===== src/rtl/alu_src_stage_pkg.sv =====
// Shared types for the ALU operand-B stage: source codes, buffer states and defaults.
// Forwarding is built only when ALU_SRC_FWD_EN is defined.
package alu_src_pkg;

  typedef enum logic [2:0] {
    SRC_REG     = 3'd0,
    SRC_FWD_EXM = 3'd1,
    SRC_FWD_MWB = 3'd2,
    SRC_IMM     = 3'd3,
    SRC_SHAMT   = 3'd4,
    SRC_ZERO    = 3'd5,
    SRC_SYSC    = 3'd6
  } src_e;

  typedef enum logic [1:0] {
    ST_EMPTY = 2'd0,
    ST_ONE   = 2'd1,
    ST_TWO   = 2'd2
  } state_e;

  localparam int unsigned DEFAULT_SYSCALL_CODE = 10;

endpackage


===== src/rtl/alu_src_stage_if.sv =====
// ID-side operand offer, writeback candidates and EX-side valid/ready result bundle.
// master drives operands (ID/EX side), slave is the operand-B stage.
interface alu_src_stage_if
  import alu_src_pkg::*;
#(
  parameter int W  = 32,
  parameter int RW = 5
);
  logic          in_valid;
  logic          in_ready;
  logic [W-1:0]  r2;
  logic [W-1:0]  extend;
  logic [W-1:0]  shift_num;
  logic [RW-1:0] rt_addr;
  logic          alu_src;
  logic          shift;
  logic          com_branch;
  logic          syscall;
  logic          exm_we;
  logic [RW-1:0] exm_addr;
  logic [W-1:0]  exm_data;
  logic          mwb_we;
  logic [RW-1:0] mwb_addr;
  logic [W-1:0]  mwb_data;
  logic          flush;
  logic          out_valid;
  logic          out_ready;
  logic [W-1:0]  y;
  src_e          y_src;

  modport master (
    output in_valid, r2, extend, shift_num, rt_addr,
    output alu_src, shift, com_branch, syscall,
    output exm_we, exm_addr, exm_data, mwb_we, mwb_addr, mwb_data,
    output flush, out_ready,
    input  in_ready, out_valid, y, y_src
  );

  modport slave (
    input  in_valid, r2, extend, shift_num, rt_addr,
    input  alu_src, shift, com_branch, syscall,
    input  exm_we, exm_addr, exm_data, mwb_we, mwb_addr, mwb_data,
    input  flush, out_ready,
    output in_ready, out_valid, y, y_src
  );

endinterface


===== src/rtl/alu_src_stage_select.sv =====
// Combinational operand-B choice: register bypass then priority select.
// Bypass from EX/MEM and MEM/WB exists only when ALU_SRC_FWD_EN is defined.
module alu_src_select
  import alu_src_pkg::*;
#(
  parameter int          W            = 32,
  parameter int          RW           = 5,
  parameter int unsigned SYSCALL_CODE = DEFAULT_SYSCALL_CODE
) (
  input  logic [W-1:0]  r2_i,
  input  logic [W-1:0]  extend_i,
  input  logic [W-1:0]  shift_num_i,
  input  logic [RW-1:0] rt_addr_i,
  input  logic          alu_src_i,
  input  logic          shift_i,
  input  logic          com_branch_i,
  input  logic          syscall_i,
  input  logic          exm_we_i,
  input  logic [RW-1:0] exm_addr_i,
  input  logic [W-1:0]  exm_data_i,
  input  logic          mwb_we_i,
  input  logic [RW-1:0] mwb_addr_i,
  input  logic [W-1:0]  mwb_data_i,
  output logic [W-1:0]  value_o,
  output src_e          src_o
);

  localparam logic [W-1:0] SYSC_VAL = W'(SYSCALL_CODE);

  logic [W-1:0] reg_val;
  src_e         reg_src;

`ifdef ALU_SRC_FWD_EN
  // Register 0 is hardwired, so a pending write to it must never bypass.
  always_comb begin
    reg_val = r2_i;
    reg_src = SRC_REG;
    if (rt_addr_i != '0 && exm_we_i && exm_addr_i == rt_addr_i) begin
      reg_val = exm_data_i;
      reg_src = SRC_FWD_EXM;
    end else if (rt_addr_i != '0 && mwb_we_i && mwb_addr_i == rt_addr_i) begin
      reg_val = mwb_data_i;
      reg_src = SRC_FWD_MWB;
    end
  end
`else
  logic unused_fwd;
  assign unused_fwd = ^{rt_addr_i, exm_we_i, exm_addr_i, exm_data_i,
                        mwb_we_i, mwb_addr_i, mwb_data_i};
  assign reg_val    = r2_i;
  assign reg_src    = SRC_REG;
`endif

  always_comb begin
    value_o = reg_val;
    src_o   = reg_src;
    if (syscall_i) begin
      value_o = SYSC_VAL;
      src_o   = SRC_SYSC;
    end else if (com_branch_i) begin
      value_o = '0;
      src_o   = SRC_ZERO;
    end else if (shift_i) begin
      value_o = shift_num_i;
      src_o   = SRC_SHAMT;
    end else if (alu_src_i) begin
      value_o = extend_i;
      src_o   = SRC_IMM;
    end
  end

endmodule


===== src/rtl/alu_src_stage.sv =====
// Registered ALU operand-B stage with a two-entry (output + skid) elastic buffer.
// Define ALU_SRC_FWD_EN to enable EX/MEM and MEM/WB bypass of the rt operand.
module alu_src_stage
  import alu_src_pkg::*;
#(
  parameter int          W            = 32,
  parameter int          RW           = 5,
  parameter int unsigned SYSCALL_CODE = DEFAULT_SYSCALL_CODE
) (
  input  logic            clk,
  input  logic            rst,
  alu_src_stage_if.slave  bus
);

  state_e       state_q, state_d;
  logic [W-1:0] out_val_q, out_val_d;
  src_e         out_src_q, out_src_d;
  logic [W-1:0] skid_val_q, skid_val_d;
  src_e         skid_src_q, skid_src_d;

  logic [W-1:0] sel_val;
  src_e         sel_src;
  logic         accept;

  alu_src_select #(
    .W            (W),
    .RW           (RW),
    .SYSCALL_CODE (SYSCALL_CODE)
  ) u_select (
    .r2_i         (bus.r2),
    .extend_i     (bus.extend),
    .shift_num_i  (bus.shift_num),
    .rt_addr_i    (bus.rt_addr),
    .alu_src_i    (bus.alu_src),
    .shift_i      (bus.shift),
    .com_branch_i (bus.com_branch),
    .syscall_i    (bus.syscall),
    .exm_we_i     (bus.exm_we),
    .exm_addr_i   (bus.exm_addr),
    .exm_data_i   (bus.exm_data),
    .mwb_we_i     (bus.mwb_we),
    .mwb_addr_i   (bus.mwb_addr),
    .mwb_data_i   (bus.mwb_data),
    .value_o      (sel_val),
    .src_o        (sel_src)
  );

  // Handshake flags decode registered state only; out_ready never reaches in_ready.
  assign bus.in_ready  = (state_q != ST_TWO);
  assign bus.out_valid = (state_q != ST_EMPTY);
  assign bus.y         = out_val_q;
  assign bus.y_src     = out_src_q;

  assign accept = bus.in_valid && (state_q != ST_TWO) && !bus.flush;

  always_comb begin
    state_d    = state_q;
    out_val_d  = out_val_q;
    out_src_d  = out_src_q;
    skid_val_d = skid_val_q;
    skid_src_d = skid_src_q;
    unique case (state_q)
      ST_EMPTY: begin
        if (accept) begin
          state_d   = ST_ONE;
          out_val_d = sel_val;
          out_src_d = sel_src;
        end
      end
      ST_ONE: begin
        if (accept && !bus.out_ready) begin
          state_d    = ST_TWO;
          skid_val_d = sel_val;
          skid_src_d = sel_src;
        end else if (accept) begin
          out_val_d = sel_val;
          out_src_d = sel_src;
        end else if (bus.out_ready) begin
          state_d = ST_EMPTY;
        end
      end
      ST_TWO: begin
        if (bus.out_ready) begin
          state_d   = ST_ONE;
          out_val_d = skid_val_q;
          out_src_d = skid_src_q;
        end
      end
      default: state_d = ST_EMPTY;
    endcase
    if (bus.flush) begin
      state_d = ST_EMPTY;
    end
  end

  always_ff @(posedge clk or posedge rst) begin
    if (rst) begin
      state_q    <= ST_EMPTY;
      out_val_q  <= '0;
      out_src_q  <= SRC_REG;
      skid_val_q <= '0;
      skid_src_q <= SRC_REG;
    end else begin
      state_q    <= state_d;
      out_val_q  <= out_val_d;
      out_src_q  <= out_src_d;
      skid_val_q <= skid_val_d;
      skid_src_q <= skid_src_d;
    end
  end

endmodule


===== src/flat_wrapper.sv =====
// flat-port wrapper written by rule: the top's interface ports become plain ports
module alu_src_stage_flat import alu_src_pkg::*;
#(
  parameter int          W            = 32,
  parameter int          RW           = 5,
  parameter int unsigned SYSCALL_CODE = DEFAULT_SYSCALL_CODE
)
  (clk, rst, bus_in_valid, bus_r2, bus_extend, bus_shift_num, bus_rt_addr, bus_alu_src, bus_shift, bus_com_branch, bus_syscall, bus_exm_we, bus_exm_addr, bus_exm_data, bus_mwb_we, bus_mwb_addr, bus_mwb_data, bus_flush, bus_out_ready, bus_in_ready, bus_out_valid, bus_y, bus_y_src);
  alu_src_stage_if #(.W(W), .RW(RW)) bus_i ();
  input  logic clk;
  input  logic rst;
  input wire logic [$bits(bus_i.in_valid)-1:0] bus_in_valid;
  input wire logic [$bits(bus_i.r2)-1:0] bus_r2;
  input wire logic [$bits(bus_i.extend)-1:0] bus_extend;
  input wire logic [$bits(bus_i.shift_num)-1:0] bus_shift_num;
  input wire logic [$bits(bus_i.rt_addr)-1:0] bus_rt_addr;
  input wire logic [$bits(bus_i.alu_src)-1:0] bus_alu_src;
  input wire logic [$bits(bus_i.shift)-1:0] bus_shift;
  input wire logic [$bits(bus_i.com_branch)-1:0] bus_com_branch;
  input wire logic [$bits(bus_i.syscall)-1:0] bus_syscall;
  input wire logic [$bits(bus_i.exm_we)-1:0] bus_exm_we;
  input wire logic [$bits(bus_i.exm_addr)-1:0] bus_exm_addr;
  input wire logic [$bits(bus_i.exm_data)-1:0] bus_exm_data;
  input wire logic [$bits(bus_i.mwb_we)-1:0] bus_mwb_we;
  input wire logic [$bits(bus_i.mwb_addr)-1:0] bus_mwb_addr;
  input wire logic [$bits(bus_i.mwb_data)-1:0] bus_mwb_data;
  input wire logic [$bits(bus_i.flush)-1:0] bus_flush;
  input wire logic [$bits(bus_i.out_ready)-1:0] bus_out_ready;
  output wire logic [$bits(bus_i.in_ready)-1:0] bus_in_ready;
  output wire logic [$bits(bus_i.out_valid)-1:0] bus_out_valid;
  output wire logic [$bits(bus_i.y)-1:0] bus_y;
  output wire logic [$bits(bus_i.y_src)-1:0] bus_y_src;
  assign bus_i.in_valid = bus_in_valid;
  assign bus_i.r2 = bus_r2;
  assign bus_i.extend = bus_extend;
  assign bus_i.shift_num = bus_shift_num;
  assign bus_i.rt_addr = bus_rt_addr;
  assign bus_i.alu_src = bus_alu_src;
  assign bus_i.shift = bus_shift;
  assign bus_i.com_branch = bus_com_branch;
  assign bus_i.syscall = bus_syscall;
  assign bus_i.exm_we = bus_exm_we;
  assign bus_i.exm_addr = bus_exm_addr;
  assign bus_i.exm_data = bus_exm_data;
  assign bus_i.mwb_we = bus_mwb_we;
  assign bus_i.mwb_addr = bus_mwb_addr;
  assign bus_i.mwb_data = bus_mwb_data;
  assign bus_i.flush = bus_flush;
  assign bus_i.out_ready = bus_out_ready;
  assign bus_in_ready = bus_i.in_ready;
  assign bus_out_valid = bus_i.out_valid;
  assign bus_y = bus_i.y;
  assign bus_y_src = bus_i.y_src;
  alu_src_stage #(.W(W), .RW(RW), .SYSCALL_CODE(SYSCALL_CODE)) u_core (.clk(clk), .rst(rst), .bus(bus_i));
endmodule

===== config.mk =====
export PLATFORM = sky130hd
export DESIGN_NAME = alu_src_stage_flat
export DESIGN_NICKNAME = d
export VERILOG_FILES = /design/src/rtl/alu_src_stage_pkg.sv /design/src/rtl/alu_src_stage_if.sv /design/src/rtl/alu_src_stage_select.sv /design/src/rtl/alu_src_stage.sv /design/src/flat_wrapper.sv
export SDC_FILE = /design/constraint.sdc
export NUM_CORES = 1
export LEC_CHECK = 0
export ABC_AREA = 1
export CAP_MARGIN = 20
export CORE_MARGIN = 4
export CORE_UTILIZATION = 36
export CTS_CLUSTER_SIZE = 40
export DETAILED_ROUTE_END_ITERATION = 12
export GPL_TIMING_DRIVEN = 0
export MAX_ROUTING_LAYER = met4
export PLACE_DENSITY_LB_ADDON = 0.25
export SKIP_CTS_REPAIR_TIMING = 1
export SLEW_MARGIN = 20
export SYNTH_ARGS = -nofsm -noshare
export SYNTH_HDL_FRONTEND = slang
export SYNTH_HIERARCHICAL = 1
export SYNTH_SLANG_ARGS = --single-unit

===== constraint.sdc =====
create_clock -name clk -period 2.4 [get_ports clk]
set_clock_uncertainty 0.15 [all_clocks]
set_input_delay 0.36 -clock clk [delete_from_list [all_inputs] [get_ports clk]]
set_output_delay 0.36 -clock clk [all_outputs]
set_load 0.01 [all_outputs]

# == Yosys cells after proc, flatten, opt, wreduce, memory -nomap -nowiden ==
# Cells that the tools add are included.
# classes
bitwise_logic,0
add_sub_neg,0
shifts,0
n_lt_le_gt_ge,0
div,0
reduce_logical,11
mul,0
n_mux,23
eq_ne,9
# op_table
operator,n
32-bit 2-to-1 mux,7
32-bit case mux with 3 select lines,1
3-bit 2-to-1 mux,6
2-bit 2-to-1 mux,7
3-bit case mux with 3 select lines,1
2-bit inequality test (second input constant),3
2-bit case mux with 3 select lines,1
4-bit by 3-bit inequality test with 1-bit output (second input constant),1
4-bit inequality test (second input constant),1
4-bit AND reduction,1
1-bit logical AND,3
3-bit by 2-bit inequality test with 1-bit output (second input constant),1
3-bit inequality test (second input constant),1
3-bit AND reduction,1
3-bit nonzero test,1
2-bit by 1-bit equality test with 1-bit output (second input constant),1
2-bit equality test (second input constant),1
1-bit logical NOT,2
2-bit logical NOT,1
2-bit AND reduction,1
2-bit nonzero test,1
# word_totals
romBits,0
latchBits,0
mem_count,0
input_bits,186
out_inout_bits,37
elab_cells,48
regBits,72
ram_bits,0

# == Depth between registers and ports, before layout ==
# Gate-level depths: netlist (run 1).
# logic_depth
depth_word,7
mapped_depth,11
depth_no_buf,9

# == Modules after synthesis ==
# Netlist (run 1), hierarchy kept.
# by_module_without_submodules
module,cells_per_inst,seq_area_each_um2,instances,area_each_um2
alu_src_stage,402,1801.7,1,3214.3
alu_src_select,218,0.0,1,889.6

# == Worst setup path after synthesis (run 1) ==
# Ideal clock, no wire load.
# synth_timing
path_kind,register to register
start,reg u_core.state_q[0]
end,"reg u_core.out_val_q[10], in the netlist u_core/bus.y[10]"
t_arrival_ps,1154
period_less_slack_ps,1421
stages_incl_launch_ff,8
setup_ps,117
n_path_buf,1
setup_slack_ps,979
t_required_ps,2133
cell_sequence,dfrtp_1 > nor2_4 > inv_2 > o31ai_1 > nand2_2 > buf_6 > nand2_1 > nand2_1
# synth_between
elab_chain_len,6
elab_cells_between_ends,14
cone_classes,eq/ne: 5; mux: 3; reduce/logical: 6
# synth_rtl
item,line_no,source
from (decl),alu_src_stage.sv:15,"state_e state_q, state_d;"
from (signal assigned),alu_src_stage.sv:104,state_q <= state_d;
2-bit inequality test *,--,
named net bus_in_ready,flat_wrapper.sv:29,output wire logic [$bits(bus_i.in_ready)-1:0] bus_in_ready;
1-bit logical AND * (2 in series),alu_src_stage.sv:54,assign accept = bus.in_valid && (state_q != ST_TWO) && !bus.flush;
32-bit 2-to-1 mux or 1-bit logical AND (tied branches),--,
32-bit 2-to-1 mux or 2-bit inequality test (tied branches),--,
32-bit case mux with 3 select lines or 3-bit AND reduction (tied branches),--,
to (signal assigned),alu_src_stage.sv:105,out_val_q <= out_val_d;
to (decl),alu_src_stage.sv:16,"logic [W-1:0] out_val_q, out_val_d;"
# Mark *: on every way through the listed nets, which the timed path passes. The rest lies on a longest branch. The select of a mux whose other input is x is not followed.
# A chain may end at the register's enable or synchronous reset.

# == Final worst setup path (run 1) ==
# layout_timing
start,reg u_core.state_q[1]
end,out bus_in_ready
# layout_between
elab_chain_len,1
# layout_rtl
item,line_no,source
2-bit inequality test,alu_src_stage.sv:49,assign bus.in_ready = (state_q != ST_TWO);
to (decl),flat_wrapper.sv:29,
# Every way passes these cells.

==> results of run 1 <==
[stage by stage]
step                std cells  TNS [ns]  setup WS, ns  hold slack (ns)
finish                    917         0         0.231            0.211
global route              917         0         0.171            0.245
CTS                       917         0         0.219            0.220
detailed placement        901         0         0.214            0.308
global placement          900    -79.70         -1.11            0.304
floorplan                 620         0        0.0651            0.303
[cells by family (layout without fill, tap and decap cells)]
group	count (synthesis)	count (layout)	share of synthesized area, %
flops	72	72	43.9
compound gates	79	79	9.73
simple gates	385	385	36.7
buf+inv	84	241	9.63
[layout make-up]
cell class | count | area [µm²]
plain buffers | 33 | 203
clock buffers | 9 | 225
clock inverters | 7 | 119
fillers | 1083 | 4930
inverters | 51 | 195
multi-input cells | 464 | 1910
flip-flops and latches | 72 | 1800
well taps | 140 | 175
repair buffers | 141 | 1430
[cell usage after synthesis]
master	number	area, µm²
buf_2	12	60.1
inv_1	45	169
a31oi_1	1	6.26
nor2_4	3	33.8
o31ai_1	1	7.51
nand3_1	4	20.0
a21oi_1	7	35.0
inv_2	5	18.8
nand2_2	2	12.5
buf_6	6	67.6
nor2_1	5	18.8
nand2_4	1	11.3
nand2_1	367	1380
nor2_2	2	12.5
nand4_4	1	21.3
clkbuf_1	10	37.5
dfrtp_1	72	1800
clkinv_2	1	5.00
o21ai_0	70	350
buf_4	5	37.5
[power by group through the flow]
stage	clock [mW]	combinational (mW)	sequential [mW]
2_1_floorplan	0	0.385	1.56
3_3_place_gp	0	0.865	1.53
3_5_place_dp	0	0.891	1.54
4_1_cts	1.57	0.896	1.53
5_1_grt	1.61	0.988	1.55
6_report	1.53	0.884	1.53
[flip-flops by register name, summed over array words and instances (netlist names)]
name and flops:
u_core/state_q 2, u_core/skid_src_q 3, u_core/skid_val_q 32, u_core/bus.y_src 3, u_core/bus.y 32
[worst max-delay path by stage]
stage                            end  cells after the start              start
floorplan            u_core/bus.y[0]                      1                rst
detailed placement  u_core/bus.y[13]                     11     bus_com_branch
global placement     u_core/bus.y[7]                      2                rst
global route            bus_in_ready                      4  u_core/state_q[1]
CTS                     bus_in_ready                      4  u_core/state_q[1]
finish                  bus_in_ready                      4  u_core/state_q[1]
[worst reg2reg max path, stage by stage (launching register included)]
cell and delay, ns:
dfrtp_1 0.39, inv_2 0.10, nor2_4 0.15, buf_4 0.20, clkbuf_1 0.36, o21ai_0 0.16, nand2_1 0.10, nand2_1 0.06
[cell usage in the layout, fill, tap and decap left out, types with 2 or more instances in the layout]
| master | n |
|---|---|
| inv_1 | 44 |
| buf_4 | 5 |
| nand3_1 | 4 |
| nand2_2 | 2 |
| nor2_2 | 2 |
| buf_6 | 6 |
| inv_2 | 5 |
| clkinv_2 | 2 |
| clkbuf_1 | 10 |
| dfrtp_1 | 72 |
| nor2_4 | 3 |
| buf_2 | 12 |
| clkinvlp_4 | 2 |
| o21ai_0 | 70 |
| nand2_1 | 367 |
| bufinv_16 | 3 |
| nor2_1 | 5 |
| a21oi_1 | 7 |
| clkbuf_16 | 9 |
| clkdlybuf4s50_1 | 140 |
[per-layer routing]
metal / track usage (%) / up-vias / part of all wire (%)
li1: - / 2186 / -
met3: 3.21 / 6 / 6.0
met2: 30.6 / 134 / 48
met1: 25.4 / 1882 / 45
met5: - / - / 0
met4: 7.36 / 0 / 1.0
==> results.md, run 1 <==
* Slew at the pin with the worst max-slew slack at 0.539 ns
* Core Rows at 38
* Comb pwr share at 22.4%
* R2R setup slack at approximately 0.62 ns
* Die width at 115 µm
* Crit-path cells: inv_2, nor2_4, inv_2, clkdlybuf4s50_1
* Wire length of the first global-routing pass at 19,800 µm
* Data arrival, critical path at 1.66 ns
* #FFs+latches synth at 72
* Power Density at 651 nW/µm²
* WL/cell at 13.2 µm
* Die Y at 115 µm
* Cell variety after synth at 20
* Cells after Synth at 620
* Vias in the first global route at 4,128
* Critical path fanouts, max at 9
* Sequential element share of the synthesized area at 43.9%
* Vias at 4,208
* Post-route antenna net violation count at 0
* Worst min path class: in -> async
* Cts bufs inserted at 9
* Reg2Reg Depth at 7
* Worst slew margin at 64.1%
* Share of cells above drive strength 1 at 7.21%
* Initial antenna violation count at 0
* Most used cell, CP: inv_2
* H-tree depth at 3
* Worst VDD drop at 0.000336 V
* Setup crit end kind: primary output
* Detailed router's first-iteration violation count at 200
* Bufs on Longest Clock Path at 2
* Worst skew pair latency at 0.33 ns
* WP data required at 1.89 ns
* Area growth from synthesis to layout at 47.5%
* HPWL after DPL at 9160 µm
* P_int at approximately 2.9 mW
* Starting Density at between 30% and 40%
* Worst-path clk slew at about 0.060 ns
* CP max stage cell: clkdlybuf4s50_1
* CTS tree: built
* Net Count, Synth at between 800 and 900
* Fin. Hold Viols at 0
* Finish-stage setup viols at 0
* Seq pwr share at between 30% and 40%
* Layout Nets at between 900 and 1,000
* Design Power at 3.94 mW
* Layout Utilization at 55.1%
* Clock power share at 38.9%
* ANT cells at 0
* Routed wire length at 12,100 µm
* Critical Path Max Stage Delay at 0.56 ns
* Largest net degree at the start of global routing at 47
* Final instance area at between 6000 and 7000 µm²
* R2r startpoint: u_core/state_q[1]
* Fin. max-slew vios at 0
* Placed Area at about 5700 µm²
* Via density at 4.59
* CTS Root Cell: clkbuf_16
* Final worst path period share at between 90% and 100%
* Setup crit start kind: flop
* Tot GR Track Use at around a fifth
* Synth warnings at 6
* CP bufs+invs at 3
* Switching Fraction at 26.7%
* Reg-to-Reg End: u_core/bus.y[12]
* GPL Wtd Cong at 0.813
* Mean post-synth cell area at 6.62 µm²
* First-pass iteration count of the detailed router at 4
* Port buffer count at 140
* LEAKAGE at 3.02 nW
* P_sw at around 1.1 mW
* GRT overflow at 0
* Residual DRC at 0
* Die ar. at 13,200 µm²
* I/O Pins at about 220
* Core footprint at 11,000 µm²
* Fmax at 461 MHz
* Status: completed
* CTS sink count at 72
* Synthesized area at 4100 µm²
* Post-route minimum period at 2.17 ns
* Max-cap viol count at 0
* RSZ-0062 raised after global routing: false
* Kind of critical path: reg -> out
* CP top delay family: buffers and inverters
(Power assumes the default switching activity.)
==> run 2, diff against run 1 <==
--- a/config.mk
+++ b/config.mk
@@ -6,8 +6,8 @@
 export NUM_CORES = 1
 export LEC_CHECK = 0
 export ABC_AREA = 1
-export CAP_MARGIN = 20
-export CORE_MARGIN = 4
+export CAP_MARGIN = 25
+export CORE_MARGIN = 2
 export CORE_UTILIZATION = 36
 export CTS_CLUSTER_SIZE = 40
 export DETAILED_ROUTE_END_ITERATION = 12
==> run 2 against run 1 <==
Effect of this change:
- critical path depth unchanged
- global-route usage increased by 0.65 points
- non-clock buffer count unchanged
- worst setup slack improved by 0.0076 ns
- sequential power about the same
- flip-flop and latch count unchanged
- first-iteration DRC count increased by 12%
- via count increased by 0.62%
- count of clock-buffer cells in the layout increased by 5
- cell count unchanged
- critical path type unchanged
==> results.md, run 2 (synthesis gave the netlist of run 1 again) <==
* Die ar. at 12,300 µm² (-6.8%)
* Initial antenna violation count at 0 (unchanged)
* Power Density at 612 nW/µm² (-6.0%)
* Die Y at 111 µm (-3.5%)
* Finished Layout Cells at 917 (unchanged)
* Vias in the first global route at 4,122 (-0.15%)
* H-tree depth at 3 (unchanged)
* LEAKAGE at 2.99 nW (-0.88%)
* Fmax at 463 MHz (+0.35%)
* Crit-path cells: inv_2, nor2_4, inv_2, clkdlybuf4s50_1
* CTS tree: built
* Status: completed
* Detailed router's first-iteration violation count at 223 (+12%)
* Tot GR Track Use at 20.1% (+0.65 points)
* RSZ-0062 raised after global routing: false
* Residual DRC at 0 (unchanged)
* Worst slew margin at 65.8% (+1.7 points)
* WL/cell at 12.7 µm (-3.3%)
* CP top delay family: buffers and inverters
* Finish-stage setup viols at 0 (unchanged)
* Layout Nets at 958 (unchanged)
* Routed wire length at 11,700 µm (-3.3%)
* Most frequent cells in the layout: nand2_1 (367), clkdlybuf4s50_1 (140), dfrtp_1 (72)
* Worst skew pair latency at 0.33 ns (about the same)
* Final worst path period share at 90.1% (-0.32 points)
* Bufs on Longest Clock Path at 2 (unchanged)
* WHS at 0.241 ns (+0.0299 ns)
* Die width at 111 µm (-3.5%)
* CP bufs+invs at 3 (unchanged)
* Port buffer count at 140 (unchanged)
* First-pass iteration count of the detailed router at 5 (+1)
* Setup crit start kind: flop
* Layout Utilization at 54.5% (-0.59 points)
* GRT overflow at 0 (unchanged)
* Vias at 4,234 (+0.62%)
* Critical path fanouts, max at 9 (unchanged)
* Slew at the pin with the worst max-slew slack at 0.513 ns (-0.0258 ns)
* I/O Pins at 223 (unchanged)
* Starting Density at 37.4% (unchanged)
* Wire length of the first global-routing pass at 19,800 µm (-0.18%)
* Most common cell after layout, fill and taps aside: nand2_1
* CTS Root Cell: clkbuf_16
* Largest net degree at the start of global routing at 42 (-11%)
* HPWL after DPL at 8970 µm (-2.1%)
* Data arrival, critical path at 1.65 ns (about the same)
* GPL Wtd Cong at 0.801 (-1.5%)
* Worst min path class: in -> async
* Fin. Hold Viols at 0 (unchanged)
* Critical Path Max Stage Delay at 0.56 ns (about the same)
* Via density at 4.62 (+0.62%)
* Kind of critical path: reg -> out
* CP max stage cell: clkdlybuf4s50_1
* Setup crit end kind: primary output
* Place WS at 0.133 ns (-0.0811 ns)
* WP data required at 1.89 ns (about the same)
* CTS sink count at 72 (unchanged)
* ANT cells at 0 (unchanged)
* PnR worst setup slack at 0.238 ns (+0.00764 ns)
* Worst VDD drop at 0.000282 V (-16%)
* Share of cells above drive strength 1 at 6.95% (-0.26 points)
* Fin. max-slew vios at 0 (unchanged)
* Cts bufs inserted at 9 (unchanged)
* Placed Cells at 901 (unchanged)
* Area growth from synthesis to layout at 45.9%
* Most used cell, CP: inv_2
* Final setup TNS at 0 ns (unchanged)
* Post-route antenna net violation count at 0 (unchanged)
* Max-cap viol count at 0 (unchanged)
* Worst-path clk slew at 0.06 ns (about the same)
* Core Rows at 38 (unchanged)
* Post-route minimum period at 2.16 ns (-0.00764 ns)
* Core footprint at 11,000 µm² (unchanged)
run 2: changes by cell type in the layout (fill, tap and decap cells not counted), sizes merged:
cell,change
bufinv,-3
clkbuf,+5
clkinvlp,-1
inv,-1
run 2: power by group:
group	internal (mW)	leakage [nW]	switching [mW]
sequential	1.42	0.957	0.112
clock	0.783	0.139	0.480
combinational	0.456	1.89	0.421
total	2.65	2.99	1.01
run 2: area by class of cell:
| type | count | area, µm² |
|---|---|---|
| fillers | 1068 | 4990 |
| clock inverters | 2 | 12.5 |
| clock buffers | 14 | 274 |
| repair buffers | 141 | 1420 |
| inverters | 51 | 195 |
| well taps | 140 | 175 |
| multi-input cells | 464 | 1910 |
| plain buffers | 33 | 203 |
| flip-flops and latches | 72 | 1800 |
run 2: worst reg2reg max path, stage by stage (launching register included):
cell      delay [ns]
dfrtp_1         0.40
inv_2           0.10
nor2_4          0.14
buf_4           0.20
clkbuf_1        0.36
o21ai_0         0.18
nand2_1         0.11
nand2_1         0.05
run 2: layer usage:
layer | share of wire (%) | vias to the layer above | wire length, µm | track usage, %
met2 | 48 | 140 | 5570 | 33.7
li1 | - | 2185 | - | -
met3 | 5.8 | 11 | 680 | 2.79
met5 | 0 | - | 0 | -
met4 | 1.3 | 0 | 152 | 6.33
met1 | 45 | 1898 | 5260 | 25.4
run 2: worst paths after layout:
path | startpoint | to | slack, ns | cells after the start
min reg2reg | u_core/bus.y[8] | u_core/bus.y[8] | 0.32 | 2
max in group asynchronous | rst | u_core/skid_val_q[7] | 1.30 | 3
max | u_core/state_q[1] | bus_in_ready | 0.24 | 4
max reg2reg | u_core/state_q[1] | u_core/bus.y[13] | 0.60 | 7
min in group clk | u_core/bus.y[8] | u_core/bus.y[8] | 0.32 | 2
min | rst | u_core/bus.y[20] | 0.24 | 2
run 2: metrics by stage:
stage | cell area [µm²] | power [mW]
2_1_floorplan | 4100 | 1.95
3_3_place_gp | 5680 | 2.39
3_5_place_dp | 5700 | 2.43
4_1_cts | 5990 | 3.70
5_1_grt | 5990 | 3.87
6_report | 5990 | 3.67
